## src/rtl/pipeline_hazard_ctrl.sv

```systemverilog
// Stall/flush/PC-enable generator for the four-register TSC pipeline with a RUN/IWAIT/DWAIT/HALT tracker.
// Define PIPE_PERF_CNT_EN to add saturating cycle/stall/flush performance counters.
module pipeline_hazard_ctrl #(
    parameter int unsigned CNT_W = 16
) (
    input  logic       clk,
    input  logic       reset_n,
    input  logic [1:0] rs_ID,
    input  logic [1:0] rt_ID,
    input  logic       use_rs_ID,
    input  logic       use_rt_ID,
    input  logic       d_readM_EX,
    input  logic       RegWrite_EX,
    input  logic [1:0] write_reg_addr_EX,
    input  logic       d_readM_MEM,
    input  logic       d_writeM_MEM,
    input  logic       mispredict_EX,
    input  logic       jump_ID,
    input  logic       i_mem_ready,
    input  logic       d_mem_ready,
    input  logic       is_halted_WB,
    output logic       pc_write,
    output logic       stall_IF_ID,
    output logic       stall_ID_EX,
    output logic       stall_EX_MEM,
    output logic       stall_MEM_WB,
    output logic       flush_IF_ID,
    output logic       flush_ID_EX,
    output logic       flush_EX_MEM,
    output logic       flush_MEM_WB,
    output logic       halted,
    output logic [1:0] ctrl_state
`ifdef PIPE_PERF_CNT_EN
    ,
    output logic [CNT_W-1:0] cyc_cnt,
    output logic [CNT_W-1:0] stall_cnt,
    output logic [CNT_W-1:0] flush_cnt
`endif
);

    typedef enum logic [1:0] {
        ST_RUN   = 2'd0,
        ST_IWAIT = 2'd1,
        ST_DWAIT = 2'd2,
        ST_HALT  = 2'd3
    } state_t;

    state_t state_q;
    logic   halted_q;

    logic load_use;
    logic dwait;
    logic iwait;

    assign load_use = d_readM_EX & RegWrite_EX &
                      ((use_rs_ID & (rs_ID == write_reg_addr_EX)) |
                       (use_rt_ID & (rt_ID == write_reg_addr_EX)));
    assign dwait    = (d_readM_MEM | d_writeM_MEM) & ~d_mem_ready;
    assign iwait    = ~i_mem_ready;

    // Priority chain; each row only ever stalls or flushes a given register, never both.
    always_comb begin
        pc_write     = 1'b0;
        stall_IF_ID  = 1'b0;
        stall_ID_EX  = 1'b0;
        stall_EX_MEM = 1'b0;
        stall_MEM_WB = 1'b0;
        flush_IF_ID  = 1'b0;
        flush_ID_EX  = 1'b0;
        flush_EX_MEM = 1'b0;
        flush_MEM_WB = 1'b0;
        if (!reset_n) begin
            flush_IF_ID  = 1'b1;
            flush_ID_EX  = 1'b1;
            flush_EX_MEM = 1'b1;
            flush_MEM_WB = 1'b1;
        end else if (state_q == ST_HALT) begin
            stall_IF_ID  = 1'b1;
            stall_ID_EX  = 1'b1;
            stall_EX_MEM = 1'b1;
            stall_MEM_WB = 1'b1;
        end else if (dwait) begin
            stall_IF_ID  = 1'b1;
            stall_ID_EX  = 1'b1;
            stall_EX_MEM = 1'b1;
            flush_MEM_WB = 1'b1;
        end else if (mispredict_EX) begin
            pc_write    = 1'b1;
            flush_IF_ID = 1'b1;
            flush_ID_EX = 1'b1;
        end else if (load_use) begin
            stall_IF_ID = 1'b1;
            flush_ID_EX = 1'b1;
        end else if (iwait) begin
            flush_IF_ID = 1'b1;
        end else if (jump_ID) begin
            pc_write    = 1'b1;
            flush_IF_ID = 1'b1;
        end else begin
            pc_write = 1'b1;
        end
    end

    // HALT is absorbing; only reset returns to RUN.
    always_ff @(posedge clk) begin
        if (!reset_n) begin
            state_q  <= ST_RUN;
            halted_q <= 1'b0;
        end else if (state_q != ST_HALT) begin
            if (is_halted_WB) begin
                state_q  <= ST_HALT;
                halted_q <= 1'b1;
            end else if (dwait) begin
                state_q <= ST_DWAIT;
            end else if (iwait && !mispredict_EX && !load_use) begin
                state_q <= ST_IWAIT;
            end else begin
                state_q <= ST_RUN;
            end
        end
    end

    assign ctrl_state = state_q;
    assign halted     = halted_q;

`ifdef PIPE_PERF_CNT_EN
    logic [2:0]         cnt_inc;
    logic [3*CNT_W-1:0] cnt_bus;

    // Only a redirect (mispredict or jump) pairs pc_write with an IF/ID flush.
    assign cnt_inc = {pc_write & flush_IF_ID, ~pc_write, 1'b1};

    generate
        for (genvar gi = 0; gi < 3; gi++) begin : gen_cnt
            logic [CNT_W-1:0] cnt_q;
            always_ff @(posedge clk) begin
                if (!reset_n) begin
                    cnt_q <= '0;
                end else if ((state_q != ST_HALT) && cnt_inc[gi] && (cnt_q != {CNT_W{1'b1}})) begin
                    cnt_q <= cnt_q + 1'b1;
                end
            end
            assign cnt_bus[gi*CNT_W +: CNT_W] = cnt_q;
        end
    endgenerate

    assign cyc_cnt   = cnt_bus[0*CNT_W +: CNT_W];
    assign stall_cnt = cnt_bus[1*CNT_W +: CNT_W];
    assign flush_cnt = cnt_bus[2*CNT_W +: CNT_W];
`endif

endmodule

```

## config.mk

```make
export PLATFORM = sky130hd
export DESIGN_NAME = pipeline_hazard_ctrl
export DESIGN_NICKNAME = d
export VERILOG_FILES = /design/src/rtl/pipeline_hazard_ctrl.sv
export SDC_FILE = /design/constraint.sdc
export NUM_CORES = 1
export LEC_CHECK = 0
export BUFFER_PORTS_ARGS = -buffer_cell sky130_fd_sc_hd__buf_2
export CAP_MARGIN = 20
export CORE_AREA = 2 2 39 41
export DETAILED_ROUTE_END_ITERATION = 16
export DIE_AREA = 0 0 41 43
export GPL_ROUTABILITY_DRIVEN = 1
export HOLD_SLACK_MARGIN = 0.15
export PLACE_DENSITY = 0.51
export SLEW_MARGIN = 10
export SYNTH_ARGS = -nofsm -noshare
export SYNTH_HDL_FRONTEND = slang
export SYNTH_SLANG_ARGS = --single-unit
```

## constraint.sdc

```tcl
create_clock -name clk -period 1.9 [get_ports clk]
set_clock_uncertainty 0.2 [all_clocks]
set_input_delay 0.095 -clock clk [delete_from_list [all_inputs] [get_ports clk]]
set_output_delay 0.095 -clock clk [all_outputs]
set_load 0.01 [all_outputs]
```

[After elaboration in Yosys (flattened, before gate mapping)]
Index checks and enable logic that the tools add are counted.
Word-level totals
  register bits after elaboration: 3
  input bits: 19
Cells by class
  equal/unequal tests: 4
  muxes and demuxes: 33
  bitwise gates (word level): 9
  reduce and logical (&&, ||, !) cells: 5
Operators with widths (count)
  $mux W1: 31
  $and A1 B1 Y1: 5
  $eq A2 B2 Y1: 2
  $mux W2: 2
  $eq A2 B2 Y1 const B: 1
  $logic_and A1 B1 Y1: 2
  $logic_not A1 Y1: 2
  $ne A2 B2 Y1 const B: 1
  $not A1 Y1: 2
  $or A1 B1 Y1: 2
  $reduce_and A2 Y1: 1

[Logic depth before layout (Yosys ltp)]
Gate-level depths: netlist of run 1.
  word-level depth: 9
  gate-level depth with buffers: 4

[Worst setup path after synthesis of run 1]
OpenSTA, ideal clock, no wires.
  path kind: flip-flop to flip-flop
  from: reg state_q[1], in the netlist ctrl_state[1]
  to: reg state_q[0], in the netlist ctrl_state[0]
  library setup time: 87 ps
  data arrival time: 1079 ps
  required time: 1613 ps
  setup slack: 534 ps
  stages on the path, launching flop included: 5
  buffers on the path: 0
  clock period less this slack: 1366 ps
  cell sequence: dfxtp_1 nand2_1 nand2_1 or4_1 o31ai_1
On the way
  longest elaborated chain between the ends: 1
RTL lines
  from (decl): line 48  | state_t state_q;
  from (signal assigned): line 107  | state_q <= ST_RUN;
  from (signal assigned): line 111  | state_q <= ST_HALT;
  from (signal assigned): line 114  | state_q <= ST_DWAIT;
  $ne A2 B2 Y1: line 109  | end else if (state_q != ST_HALT) begin
Every way passes these cells.
A chain may end at the register's enable or synchronous reset.

[Final worst setup path of run 1]
  from: in d_readM_MEM
  to: out pc_write
On the way
  longest elaborated chain between the ends: 5
RTL lines
  from (decl): line 15  | input logic d_readM_MEM,
  $or A1 B1 Y1: line 58  | assign dwait = (d_readM_MEM | d_writeM_MEM) & ~d_mem_ready;
  $and A1 B1 Y1: line 58
  $mux W1: line 82  | end else if (dwait) begin
  $mux W1: line 77  | end else if (state_q == ST_HALT) begin
  $mux W1: line 72  | if (!reset_n) begin
  to (decl): line 22  | output logic pc_write,
Every way passes these cells.

==> results.md, run 1 <==
- The worst endpoint data arrival time is ~1.5 ns.
- The standard cell with the maximum stage delay on the critical path is sky130_fd_sc_hd__dlygate4sd3_1.
- Across every metal layer, demand over resource in global routing totals a little under an eighth.
- The cell at the root of the clock tree is sky130_fd_sc_hd__clkbuf_4.
- The capture instance of the worst register-to-register path is ctrl_state[1]$_SDFFE_PN0N_.
- The final hold violation count is 0.
- The delay contributed by the slowest stage of the critical path is ~0.52 ns.
- The number of cells produced by synthesis is 40.
- STA classifies the critical path endpoint as an output port.
- The warning count from the yosys run is 0.
- Setup repair after global routing left no endpoint under its margin.
- The critical path startpoint is d_readM_MEM.
- For this run, design rule violations remaining after detail routing come to 0.
- The maximum VDD drop is 277.6 uV.
- The count of input and output buffers is 30.
- The via count of the first global-routing pass is between 300 and 400.
- For this design the top-level I/O count stands at 31.
- In this run the tightest slew margin relative to its limit is a little over four fifths.
- The final total negative setup slack is 0 ns.
- For the pin with the worst max-slew slack, the measured transition is about 0.23 ns.
- The full die area is 0.001763 mm^2.
- In the routed layout, each cell is associated on average with a via count of around 4.5.
- In this run the static leakage power is between 0.0002 and 0.0003 uW.
- The total overflow reported by the global router is 0.
- The path type of the worst setup path is input port to output port.
- The number of nets in the layout is between 90 and 100.
- The run finished with clean final reports.
- The number of buffers added by the clock tree synthesis step is 3.
- The total number of H-tree levels is 1.
- The net count after synthesis is between 50 and 60.
- In this run the deepest clock path goes through 2 buffers.
- In this run the number of cells on the critical path is 7.
- The first-pass GRT wire length is between 1000 and 1500 um.
- 0 antenna diodes ended up in the layout.
- The synthesized design contains 3 register bits.
- TritonCTS built the clock tree.
- After the first detailed-routing iteration, the DRC count stood at 3.
- The CTS sink count is 3.
- The launching element type of the critical path is an input port.
- In this run the cell area of the synthesized design comes to between 200 and 300 um^2.
- Dividing total power by cell area gives a power density of ~540 mW/mm^2.
- The setup slack on the worst flop-to-flop path is 0.38 ns.
- The initial standard-cell utilization of the core is between 15 and 20%.
- The final cycle utilization of the critical path is between 90 and 100%.
- The placed wire-length estimate is 681.4 um.
- Max-cap violations in this run came to 0.
- The shortest clock period the worst path allows after layout is 1.772 ns.
- The largest fanout on the critical path is 5.
- The clock network latency to the later pin of the worst-skew pair is 0.24 ns.
- The routed wire length is about 860 um.
- Setup slack closes at around 0.13 ns.
- Traced cell by cell, the critical path runs through dlygate4sd3_1 -> buf_2 -> o21bai_2 -> and2_4 -> and3_1 -> a32o_1 -> buf_2.
- The maximum number of pins on one net before global-route repair is 9.
- The width of the die is 41 um.
- The per-cell routed wire length is a little over 9 um.
- The count of nets left with antenna violations after detail routing is 0.
- The class of the tightest hold or removal check is input port to register.
- The per-instance average area after synthesis is around 6.9 um^2.
- In this run the vertical extent of the chip is approximately 43 um.
- Compared with the post-synthesis result, the final layout area differs by 92.31%.
- In this run the critical register-to-register path is launched from ctrl_state[1]$_SDFFE_PN0N_.
- The number of rows in the core area is 14.
- The cell count of the worst reg-to-reg path is 5.
- The worst slack at placement is ~0.34 ns.
- The critical path buffer and inverter count is 3.
- The register area share after synthesis is 21.72%.
- The final number of max-transition violations is 0.
- The area of the core is 0.001384 mm^2.
- The post-synthesis cell type count is 20.
- Following the worst setup path forward leads to its endpoint at pc_write.
- The maximum operating frequency is around 0.56 GHz.
- The initial antenna violation count was 0.
- The count of cells along the worst hold path is 5.
- Before antenna repair, the detailed router went through 2 iterations.
- By instance count, the cell type seen most on the critical path is sky130_fd_sc_hd__buf_2.
- The count of vias placed by the detailed router is approximately 420.
- The critical path's top delay family is buffers and inverters.
- At the end of routability-driven placement, the weighted congestion stood at approximately 0.63.
- The required time reported for the critical path endpoint is ~1.6 ns.
- Setup violations remaining at the end of the flow were counted as 0.
- The fraction of layout cells with a size suffix above 1 is about half.
- Clock-pin slew was measured on the worst setup and hold paths at 0.04 ns.
[repair_timing]
| action | 4_1_cts | 5_1_grt |
|---|---|---|
| hold buffers | 6 | 0 |
| endpoints found under the hold margin | 3 | 0 |
| setup endpoints to repair | 0 | 2 |
| setup buffers | 0 | 0 |
| gates resized for setup | 0 | 2 |
[synth_stat cells]
cell type,n,area [um^2]
sky130_fd_sc_hd__or4_1,1,7.510
sky130_fd_sc_hd__and2_1,1,6.260
sky130_fd_sc_hd__buf_4,1,7.510
sky130_fd_sc_hd__a32o_1,1,10.01
sky130_fd_sc_hd__o21bai_1,1,7.510
sky130_fd_sc_hd__a21oi_1,3,15.01
sky130_fd_sc_hd__and3_1,1,6.260
sky130_fd_sc_hd__nand3_1,2,10.01
sky130_fd_sc_hd__inv_1,3,11.26
sky130_fd_sc_hd__inv_2,1,3.750
sky130_fd_sc_hd__nand2_1,4,15.01
sky130_fd_sc_hd__a221o_1,1,10.01
sky130_fd_sc_hd__xor2_1,2,17.52
sky130_fd_sc_hd__o31ai_1,1,7.510
sky130_fd_sc_hd__or2_1,2,12.51
sky130_fd_sc_hd__a211oi_2,2,25.02
sky130_fd_sc_hd__dfxtp_1,3,60.06
sky130_fd_sc_hd__a31oi_1,1,6.260
sky130_fd_sc_hd__o21ai_0,3,15.01
sky130_fd_sc_hd__nor2_1,6,22.52
[how the worst min path moves through the flow]
stage	startpoint	endpoint	slack, ns
after floorplan	is_halted_WB	ctrl_state[1]$_SDFFE_PN0N_	0.02
after global placement	is_halted_WB	ctrl_state[1]$_SDFFE_PN0N_	0.14
after detailed placement	is_halted_WB	ctrl_state[1]$_SDFFE_PN0N_	0.15
after CTS	d_writeM_MEM	ctrl_state[0]$_SDFFE_PN0N_	0.16
after global routing	rs_ID[1]	ctrl_state[0]$_SDFFE_PN0N_	0.20
final	d_writeM_MEM	ctrl_state[0]$_SDFFE_PN0N_	0.14
[layout make-up]
class	count	area [um^2]
clock buffers	4	26.28
fillers	162	852.1
inverters	4	15.01
multi-input cells	32	200.2
flip-flops and latches	3	60.06
well taps	16	20.02
repair buffers	36	210.2
[tightest hold or removal path, delay by kind of cell]
| family | cells | cell delay [ns] |
|---|---|---|
| buffers and inverters | 1 | 0.08 |
| and+or+nand+nor | 2 | 0.22 |
| AOI/OAI and AO/OA | 2 | 0.14 |
[state kept, by name (all words and copies together) (netlist names)]
name and count:
ctrl_state 2, halted 1
[placed cells by master, fill, tap and decap left out, types with 2 or more instances in the layout]
master	instances
sky130_fd_sc_hd__a211oi_2	2
sky130_fd_sc_hd__a21oi_1	3
sky130_fd_sc_hd__buf_2	30
sky130_fd_sc_hd__clkbuf_4	3
sky130_fd_sc_hd__dfxtp_1	3
sky130_fd_sc_hd__dlygate4sd3_1	6
sky130_fd_sc_hd__inv_1	3
sky130_fd_sc_hd__nand2_1	4
sky130_fd_sc_hd__nand3_1	2
sky130_fd_sc_hd__nor2_1	6
sky130_fd_sc_hd__o21ai_0	3
sky130_fd_sc_hd__or2_1	2
sky130_fd_sc_hd__xor2_1	2
[logic make-up after synthesis]
group | Yosys count | share of synthesized area, %
xor+xnor | 2 | 6.336
buf+inv | 5 | 8.144
compound gates | 13 | 34.84
flops | 3 | 21.72
simple gates | 17 | 28.96
[metrics by stage]
step / hold WS (ns) / power, uW / instance area, um^2 / cells / utilization, %
floorplan: 0.01567 / 118.1 / 276.5 / 40 / -
global placement: 0.1435 / 160.9 / 439.2 / 85 / 31.74
detailed placement: 0.1464 / 161.4 / 439.2 / 85 / 31.74
CTS: 0.1582 / 290.4 / 525.5 / 95 / 37.97
global route: 0.2032 / 317.3 / 531.8 / 95 / 38.43
finish: 0.1439 / 287.0 / 531.8 / 95 / 38.43
[where the power goes]
| group | internal [uW] | total (uW) | switching [uW] |
|---|---|---|---|
| Clock | 78.9 | 115 | 36.2 |
| Combinational | 52.3 | 101 | 48.9 |
| Sequential | 68.6 | 70.7 | 2.05 |
[per-layer routing]
layer | routed length, um | track usage, % | part of all wire, % | vias up
li1 | - | - | - | 220
met1 | 374 | 13.38 | 43 | 175
met2 | 352 | 14.69 | 41 | 24
met3 | 107 | 6.283 | 12 | 5
met4 | 29 | 10.00 | 3.4 | 0
met5 | 0 | 0 | 0 | -
Note: power is estimated with default switching activity, not from simulation.
==> inputs of run 2 (changes only) <==
--- a/config.mk
+++ b/config.mk
@@ -5,14 +5,15 @@
 export SDC_FILE = /design/constraint.sdc
 export NUM_CORES = 1
 export LEC_CHECK = 0
+export ABC_AREA = 1
 export BUFFER_PORTS_ARGS = -buffer_cell sky130_fd_sc_hd__buf_2
-export CAP_MARGIN = 20
+export CAP_MARGIN = 15
 export CORE_AREA = 2 2 39 41
 export DETAILED_ROUTE_END_ITERATION = 16
 export DIE_AREA = 0 0 41 43
 export GPL_ROUTABILITY_DRIVEN = 1
 export HOLD_SLACK_MARGIN = 0.15
-export PLACE_DENSITY = 0.51
+export PLACE_DENSITY = 0.53
 export SLEW_MARGIN = 10
 export SYNTH_ARGS = -nofsm -noshare
 export SYNTH_HDL_FRONTEND = slang
==> run 2 against run 1 <==
Effect of this change:
- via count grew 7.3%
- core utilization grew 4.4 points
- synthesized cell count grew 38%
- highest routed layer is now met3
==> results.md, run 2 <==
- The flow ran to the end, and the final reports show no timing, DRC or antenna violations.
- The max capacitance violation total is 0.
- The count of pins on the block boundary is 31.
- The finished cells cover between 500 and 600 um^2.
- TritonCTS built the clock tree.
- The count of non-filler cells in the finished layout is between 100 and 150.
- The CTS sink count is 3.
- The number of fillers in the final layout is about 160.
- From synthesis to final layout, the design area changed by 97.50%.
- After clock tree synthesis, the clock-pin slew on the worst setup and hold paths is around 0.040 ns.
- VDD sags by at most roughly 160 uV.
- The net count after synthesis is 74.
- The number of flops mapped to enable cells by yosys is 0.
- The detailed-route DRC error count is 0.
- The endpoint kind of the worst setup timing path is a register.
- After synthesis the netlist holds a flip-flop and latch count of 3.
- The first-pass GRT wire length is 1331 um.
- The total overflow left after global routing is 0.
- The per-cell routed wire length is approximately 7.6 um.
- The most frequent cell after synthesis is sky130_fd_sc_hd__nand2_1.
- In the layout the commonest cells are 30 x sky130_fd_sc_hd__buf_2, 15 x sky130_fd_sc_hd__nand2_1, 13 x sky130_fd_sc_hd__inv_1.
- The clock network latency to the later pin of the worst-skew pair is 0.23 ns.
- The placed wire-length estimate is between 600 and 700 um.
- Along the worst path, the maximum fanout reaches 3.
- The net count of the finished layout is between 100 and 150.
- CTS placed an instance of sky130_fd_sc_hd__clkbuf_4 at the clock tree root.
- The final hold violation count is 0.
- The multi-input combinational cell area is 197.7 um^2.
- Across every metal layer, demand over resource in global routing totals 10.72%.
- The class of the tightest hold or removal check is register to register.
- The first detailed-routing pass took 3 iterations.
- Sorting the synthesized cells by how often they occur yields 16 x sky130_fd_sc_hd__nand2_1, 13 x sky130_fd_sc_hd__inv_1, 6 x sky130_fd_sc_hd__nor2_1.
- A synthesized cell averages ~5.5 um^2.
- The number of setup violations in the final report is 0.
- During synthesis, Yosys emitted a total of 0 warnings.
- The post-synthesis cell type with the largest combined area is sky130_fd_sc_hd__dfxtp_1.
- The buffers inserted during post-CTS setup optimization is 0.
- Yosys attributes the largest share of cell area to sky130_fd_sc_hd__dfxtp_1 20%, sky130_fd_sc_hd__nand2_1 20%, sky130_fd_sc_hd__inv_1 16%, sky130_fd_sc_hd__nor2_1 7.5%, sky130_fd_sc_hd__a21oi_2 5.8%.
- The register area share after synthesis is 20.00%.
- The launching element type of the critical path is an input port.
- In this run the tool buffered the top-level ports with 30 buffer cells.
- The via count of the first global-routing pass was between 300 and 400.
- Wires add up to ~860 um.
- The maximum operating frequency is around 0.56 GHz.
- The congestion estimate from routability-driven global placement came to 0.6309.
- The antenna diode count is 0.
- The worst endpoint data arrival time is ~1.8 ns.
- The buffer depth of the longest clock path is 2.
- The required time reported for the critical path endpoint is around 1.9 ns.
- The final total negative setup slack is 0 ns.
- At the pin with the least slew margin, the transition time is about 0.30 ns.
- The top cell type by area accounts for between 20% and 30% of the synthesized area.
- Hold timing on the final database bottoms out at a slack of ~0.27 ns.
- Leaving out fill and tap cells, the most frequent cell in the layout is sky130_fd_sc_hd__buf_2.
- The post-synthesis cell type count is 15.
- The initialized floorplan defines 14 standard-cell rows.
- Once detail routing completed, the nets flagged for antenna violations numbered 0.
- The initial utilization of the core area, before any placement, comes to about 22%.
- The final cycle utilization of the critical path is between 90% and 100%.
- The full die area is roughly 0.0018 mm^2.
- The area of the core is ~0.0014 mm^2.
- The detailed router finished its first iteration with 3 violations.
- The worst setup path is of the input port to register kind.
- The leakage dissipation is 0.0003570 uW.
- Counting flops with an async set or reset pin after synthesis yields a share of 0%.
- The most common flop cell mapped by yosys is sky130_fd_sc_hd__dfxtp_1.
- Registers take 60.06 um^2.
- The initial antenna violation count is 0.
- The via density per instance is slightly above 4.
- The total placed instance area is around 460 um^2.
- Summing over every cut layer, the via total after detailed routing is ~460.
- The tightest slew margin relative to the limit is between 70% and 80%.
- After detailed placement, the design holds a cell count of 100.
- The cell area that synthesis handed to floorplanning was 300.3 um^2.
- The height of the die is roughly 43 um.
- The number of flip-flops under the largest register name is 2.
- The total number of H-tree levels is 1.
- The fraction of layout cells with a size suffix above 1 is around two fifths.
- Cells fill between 40% and 50% of the core in the end.
- The width of the die is around 40 um.
- The final number of max-transition violations is 0.
- In this run the power density over the cells is ~490 mW/mm^2.
- Setup repair after global routing left no endpoint under its margin.
- Counting every instance in the synthesized netlist gives 55.
- Entering global routing, the biggest net connects 8 pins.
- The shortest clock period the worst path allows after layout is 1.801 ns.
- Buffers inserted during clock tree synthesis total 3.
## run 2: cell count changes after synthesis, sizes merged, moves of 2 or more
cell,previous run,this run
nand2,4,18
inv,4,13
a211oi,2,0
a21oi,3,5
xor2,2,0
## run 2: kinds of logic after synthesis
group,share of synthesized area [%]
AND/OR/NAND/NOR,42.50
flip-flops,20.00
buffers and inverters,18.75
AO/OA/AOI/OAI,18.75
## run 2: where the power goes
group | switching, uW | internal [uW]
Combinational | 53.4 | 55.9
Clock | 35.1 | 78.9
Sequential | 1.95 | 68.3
Total | 90.5 | 203
## run 2: what timing repair did
| item | CTS | global route |
|---|---|---|
| hold buffers | 9 | 0 |
| hold endpoints to repair | 3 | 0 |
| setup endpoints to repair | 0 | 1 |
| gates resized for setup | 0 | 2 |
## run 2: final timing paths
| path | from | end | slack (ns) | depth (start not counted) |
|---|---|---|---|---|
| max | d_readM_MEM | ctrl_state[0]$_SDFFE_PN0N_ | 0.1 | 8 |
| min | halted$_SDFFE_PN0P_ | halted$_SDFFE_PN0P_ | 0.27 | 2 |
| max reg2reg | ctrl_state[1]$_SDFFE_PN0N_ | ctrl_state[0]$_SDFFE_PN0N_ | 0.31 | 6 |
| min reg2reg | halted$_SDFFE_PN0P_ | halted$_SDFFE_PN0P_ | 0.27 | 2 |
## run 2: per-stage QoR
| step | total power [uW] | setup slack, ns |
|---|---|---|
| 2_1_floorplan | 121.5 | 0.5726 |
| 3_3_place_gp | 162.3 | 0.6560 |
| 3_5_place_dp | 162.2 | 0.6200 |
| 4_1_cts | 293.6 | 0.02604 |
| 5_1_grt | 320.7 | 0.005156 |
| 6_report | 293.5 | 0.09903 |
## run 2: layer usage
metal / GRT usage (%) / wire, um / up-vias
met2: 18.75 / 426 / 18
met3: 3.141 / 69 / 0
met4: 4.000 / 0 / 0
li1: - / - / 249
met1: 11.18 / 368 / 188
met5: 0 / 0 / -
## run 2: final cells by class
cell class                 count  area share, %
tap                           16          3.376
timing repair buffer          39          40.51
clock buffer                   4          4.430
multi-input combinational     38          33.33
sequential                     3          10.13
inverter                      13          8.228
## run 2: critical path, cell delays in order
cell,delay (ns)
sky130_fd_sc_hd__dlygate4sd3_1,0.53
sky130_fd_sc_hd__buf_2,0.13
sky130_fd_sc_hd__o21bai_4,0.11
sky130_fd_sc_hd__nand2_2,0.07
sky130_fd_sc_hd__dlygate4sd3_1,0.56
sky130_fd_sc_hd__nor2_1,0.09
sky130_fd_sc_hd__nand2_1,0.07
sky130_fd_sc_hd__a21oi_2,0.11
==> inputs of run 3 (changes only) <==
--- a/config.mk
+++ b/config.mk
@@ -13,7 +13,7 @@
 export DIE_AREA = 0 0 41 43
 export GPL_ROUTABILITY_DRIVEN = 1
 export HOLD_SLACK_MARGIN = 0.15
-export PLACE_DENSITY = 0.53
+export PLACE_DENSITY = 0.56
 export SLEW_MARGIN = 10
 export SYNTH_ARGS = -nofsm -noshare
 export SYNTH_HDL_FRONTEND = slang
==> run 3 against run 2 <==
Effect of this change:
- power fell by 0.76%
- core utilization fell by 0.090 points
- via count rose by 1.3%
- final area fell by 0.21%
- worst hold slack barely moved
- flip-flop and latch count did not move
- largest power group is now combinational logic
==> results.md, run 3 (same netlist as run 2, synthesis figures left out) <==
- The run finished with clean final reports.
- The via count of the first global-routing pass is 420.
- At the placement stage, the worst setup path has a slack of between 0.6 and 0.7 ns.
- The worst hold path was traced through 2 stages.
- After floorplanning, the core was sized to cover 0.001384 mm^2.
- The core occupancy in the finished layout is a little over two fifths.
- The initial antenna violation count came to 0.
- The clock passes through at most 2 buffers.
- The endpoint kind of the worst setup timing path is an output port.
- The critical path is of the input port to output port type.
- The count of pins on the block boundary is 31.
- The cell sitting at the root of the clock tree is a sky130_fd_sc_hd__clkbuf_4.
- Across all setup checks in the final design, the least slack found is about 0.025 ns.
- The CTS sink count is 3.
- At the worst endpoint, the required time is about 1.6 ns.
- The worst hold path begins at halted$_SDFFE_PN0P_.
- The via density per instance is about 4.0.
- The min-delay analysis places its worst path in the category register to register.
- In this run the critical register-to-register path is launched from ctrl_state[0]$_SDFFE_PN0N_.
- The total number of H-tree levels is 1.
- For the worst-skew pair, the clock arrives at the later sink with an insertion delay of approximately 0.23 ns.
- The tightest slew margin relative to the limit is 80.73%.
- Summed over all nets, the half-perimeter wirelength after detailed placement is just over 700 um.
- The shortest clock period the worst path allows after layout is 1.875 ns.
- The first-pass GRT wire length is roughly 1400 um.
- The die covers 0.001763 mm^2.
- For this run, the detailed router's first-pass iteration total came to 1.
- The leakage dissipation is about 0.00037 uW.
- Wires add up to 957 um.
- The count of vias placed by the detailed router is approximately 460.
- The number of flip-flops under the largest register name is 2.
- The height of the die is 43 um.
- The CTS tree is done.
- The area added between synthesis and finish is 97.08%.
- Leaving out fill and tap cells, the most frequent cells in the layout are 30 x sky130_fd_sc_hd__buf_2, 16 x sky130_fd_sc_hd__nand2_1, 12 x sky130_fd_sc_hd__inv_1.
- The capture instance of the worst register-to-register path is ctrl_state[1]$_SDFFE_PN0N_.
- The worst endpoint data arrival time is approximately 1.6 ns.
- The combined global-route utilization of all metal layers is around an eighth.
- The max capacitance violation total is 0.
- The destination of the worst hold path is halted$_SDFFE_PN0P_.
- The final hold violation count is 0.
- The detailed-route DRC error count is 0.
- The clock slew seen by the registers of the worst setup and hold paths is 0.04 ns.
- The count of input and output buffers is 30.
- The maximum number of pins on one net before global-route repair is 8.
- In this run the power density over the cells is roughly 500 mW/mm^2.
- Setup repair after global routing could not meet its margin everywhere.
- The total overflow reported by the global router is 0.
- The initial standard-cell utilization of the core is about 22%.
- Leaving out fill and tap cells, the most frequent cell in the layout is sky130_fd_sc_hd__buf_2.
- Once layout is complete, the cells apart from fillers number approximately 110.
- The number of buffers added by the clock tree synthesis step is 3.
- IR analysis of the VDD net gives a maximum drop of roughly 350 uV.
- 0 antenna diodes ended up in the layout.
- The transition time at the pin with the least slew margin is ~0.29 ns.
- The final number of max-transition violations is 0.
- The launching element type of the critical path is an input port.
- The number of DRC markers after the initial detailed-route iteration is 0.
- The largest fanout on the critical path is 3.
- Routability-driven placement finished with a final weighted congestion of 0.6601.
- The width of the die is between 40 and 50 um.
- Static timing analysis puts the maximum clock frequency at between 0.5 and 0.6 GHz.
- The cell count of the worst reg-to-reg path is 5.
- Setup violations remaining at the end of the flow were counted as 0.
- The detail route stage leaves a number of antenna-violating nets equal to 0.
- The per-cell routed wire length is ~8.4 um.
- In this run, placement finished with an instance count of 100.
- Of the available clock period, the critical path in the final layout requires a little over nine tenths.
- The number of nets in the layout is 118.
- The floorplan has 14 rows.
- The setup slack on the worst flop-to-flop path is ~0.33 ns.
- The fraction of layout cells with a size suffix above 1 is roughly two fifths.
## run 3: through the flow
step / instance area [um^2] / TNS (ns) / hold slack, ns / power, uW
4_1_cts: 579.3 / 0 / 0.2882 / 293.1
3_3_place_gp: 462.9 / 0 / 0.1748 / 162.5
5_1_grt: 591.8 / -0.09951 / 0.3082 / 311.5
2_1_floorplan: 300.3 / 0 / 0.02028 / 121.5
3_5_place_dp: 462.9 / 0 / 0.1665 / 163.5
6_report: 591.8 / 0 / 0.2676 / 291.3
## run 3: worst max path at each step
stage | startpoint | endpoint | slack, ns | cells past startpoint
4_1_cts | d_readM_MEM | ctrl_state[0]$_SDFFE_PN0N_ | 0.04 | 8
2_1_floorplan | ctrl_state[1]$_SDFFE_PN0N_ | stall_ID_EX | 0.57 | 5
5_1_grt | d_readM_MEM | ctrl_state[1]$_SDFFE_PN0N_ | -0.05 | 7
3_3_place_gp | ctrl_state[1]$_SDFFE_PN0N_ | flush_ID_EX | 0.65 | 6
6_report | d_readM_MEM | flush_ID_EX | 0.02 | 9
3_5_place_dp | ctrl_state[1]$_SDFFE_PN0N_ | flush_ID_EX | 0.63 | 6
## run 3: layout make-up
cell class	instances	area, um^2
fill	151	792.0
timing repair buffer	40	250.2
multi-input combinational	38	186.4
sequential	3	60.06
inverter	13	48.80
clock buffer	4	26.28
tap	16	20.02
## run 3: critical path, stage by stage
cell	delay [ns]
sky130_fd_sc_hd__dlygate4sd3_1	0.53
sky130_fd_sc_hd__buf_2	0.12
sky130_fd_sc_hd__o21bai_1	0.16
sky130_fd_sc_hd__nand2_1	0.11
sky130_fd_sc_hd__buf_4	0.14
sky130_fd_sc_hd__inv_2	0.07
sky130_fd_sc_hd__nor2_2	0.04
sky130_fd_sc_hd__a31oi_1	0.15
sky130_fd_sc_hd__buf_2	0.15
## run 3: where the power goes
| group | switching (uW) | internal, uW |
|---|---|---|
| combinational | 55.2 | 57.2 |
| sequential | 2.10 | 68.4 |
| clock | 29.9 | 78.5 |
| total | 87.2 | 204 |
## run 3: per-layer routing
| metal | vias to the layer above | GRT usage, % | part of all wire (%) |
|---|---|---|---|
| met2 | 13 | 21.56 | 55 |
| met4 | 0 | 6.000 | 0 |
| met5 | - | 0 | 0 |
| met3 | 0 | 0 | 4.7 |
| li1 | 254 | - | - |
| met1 | 194 | 12.18 | 40 |
## run 3: timing repair
action | CTS | global route
buffers inserted | 0 | 1
hold buffers | 9 | 0
hold endpoints to repair | 3 | 0
resized for setup | 0 | 4
setup endpoints to repair | 0 | 2
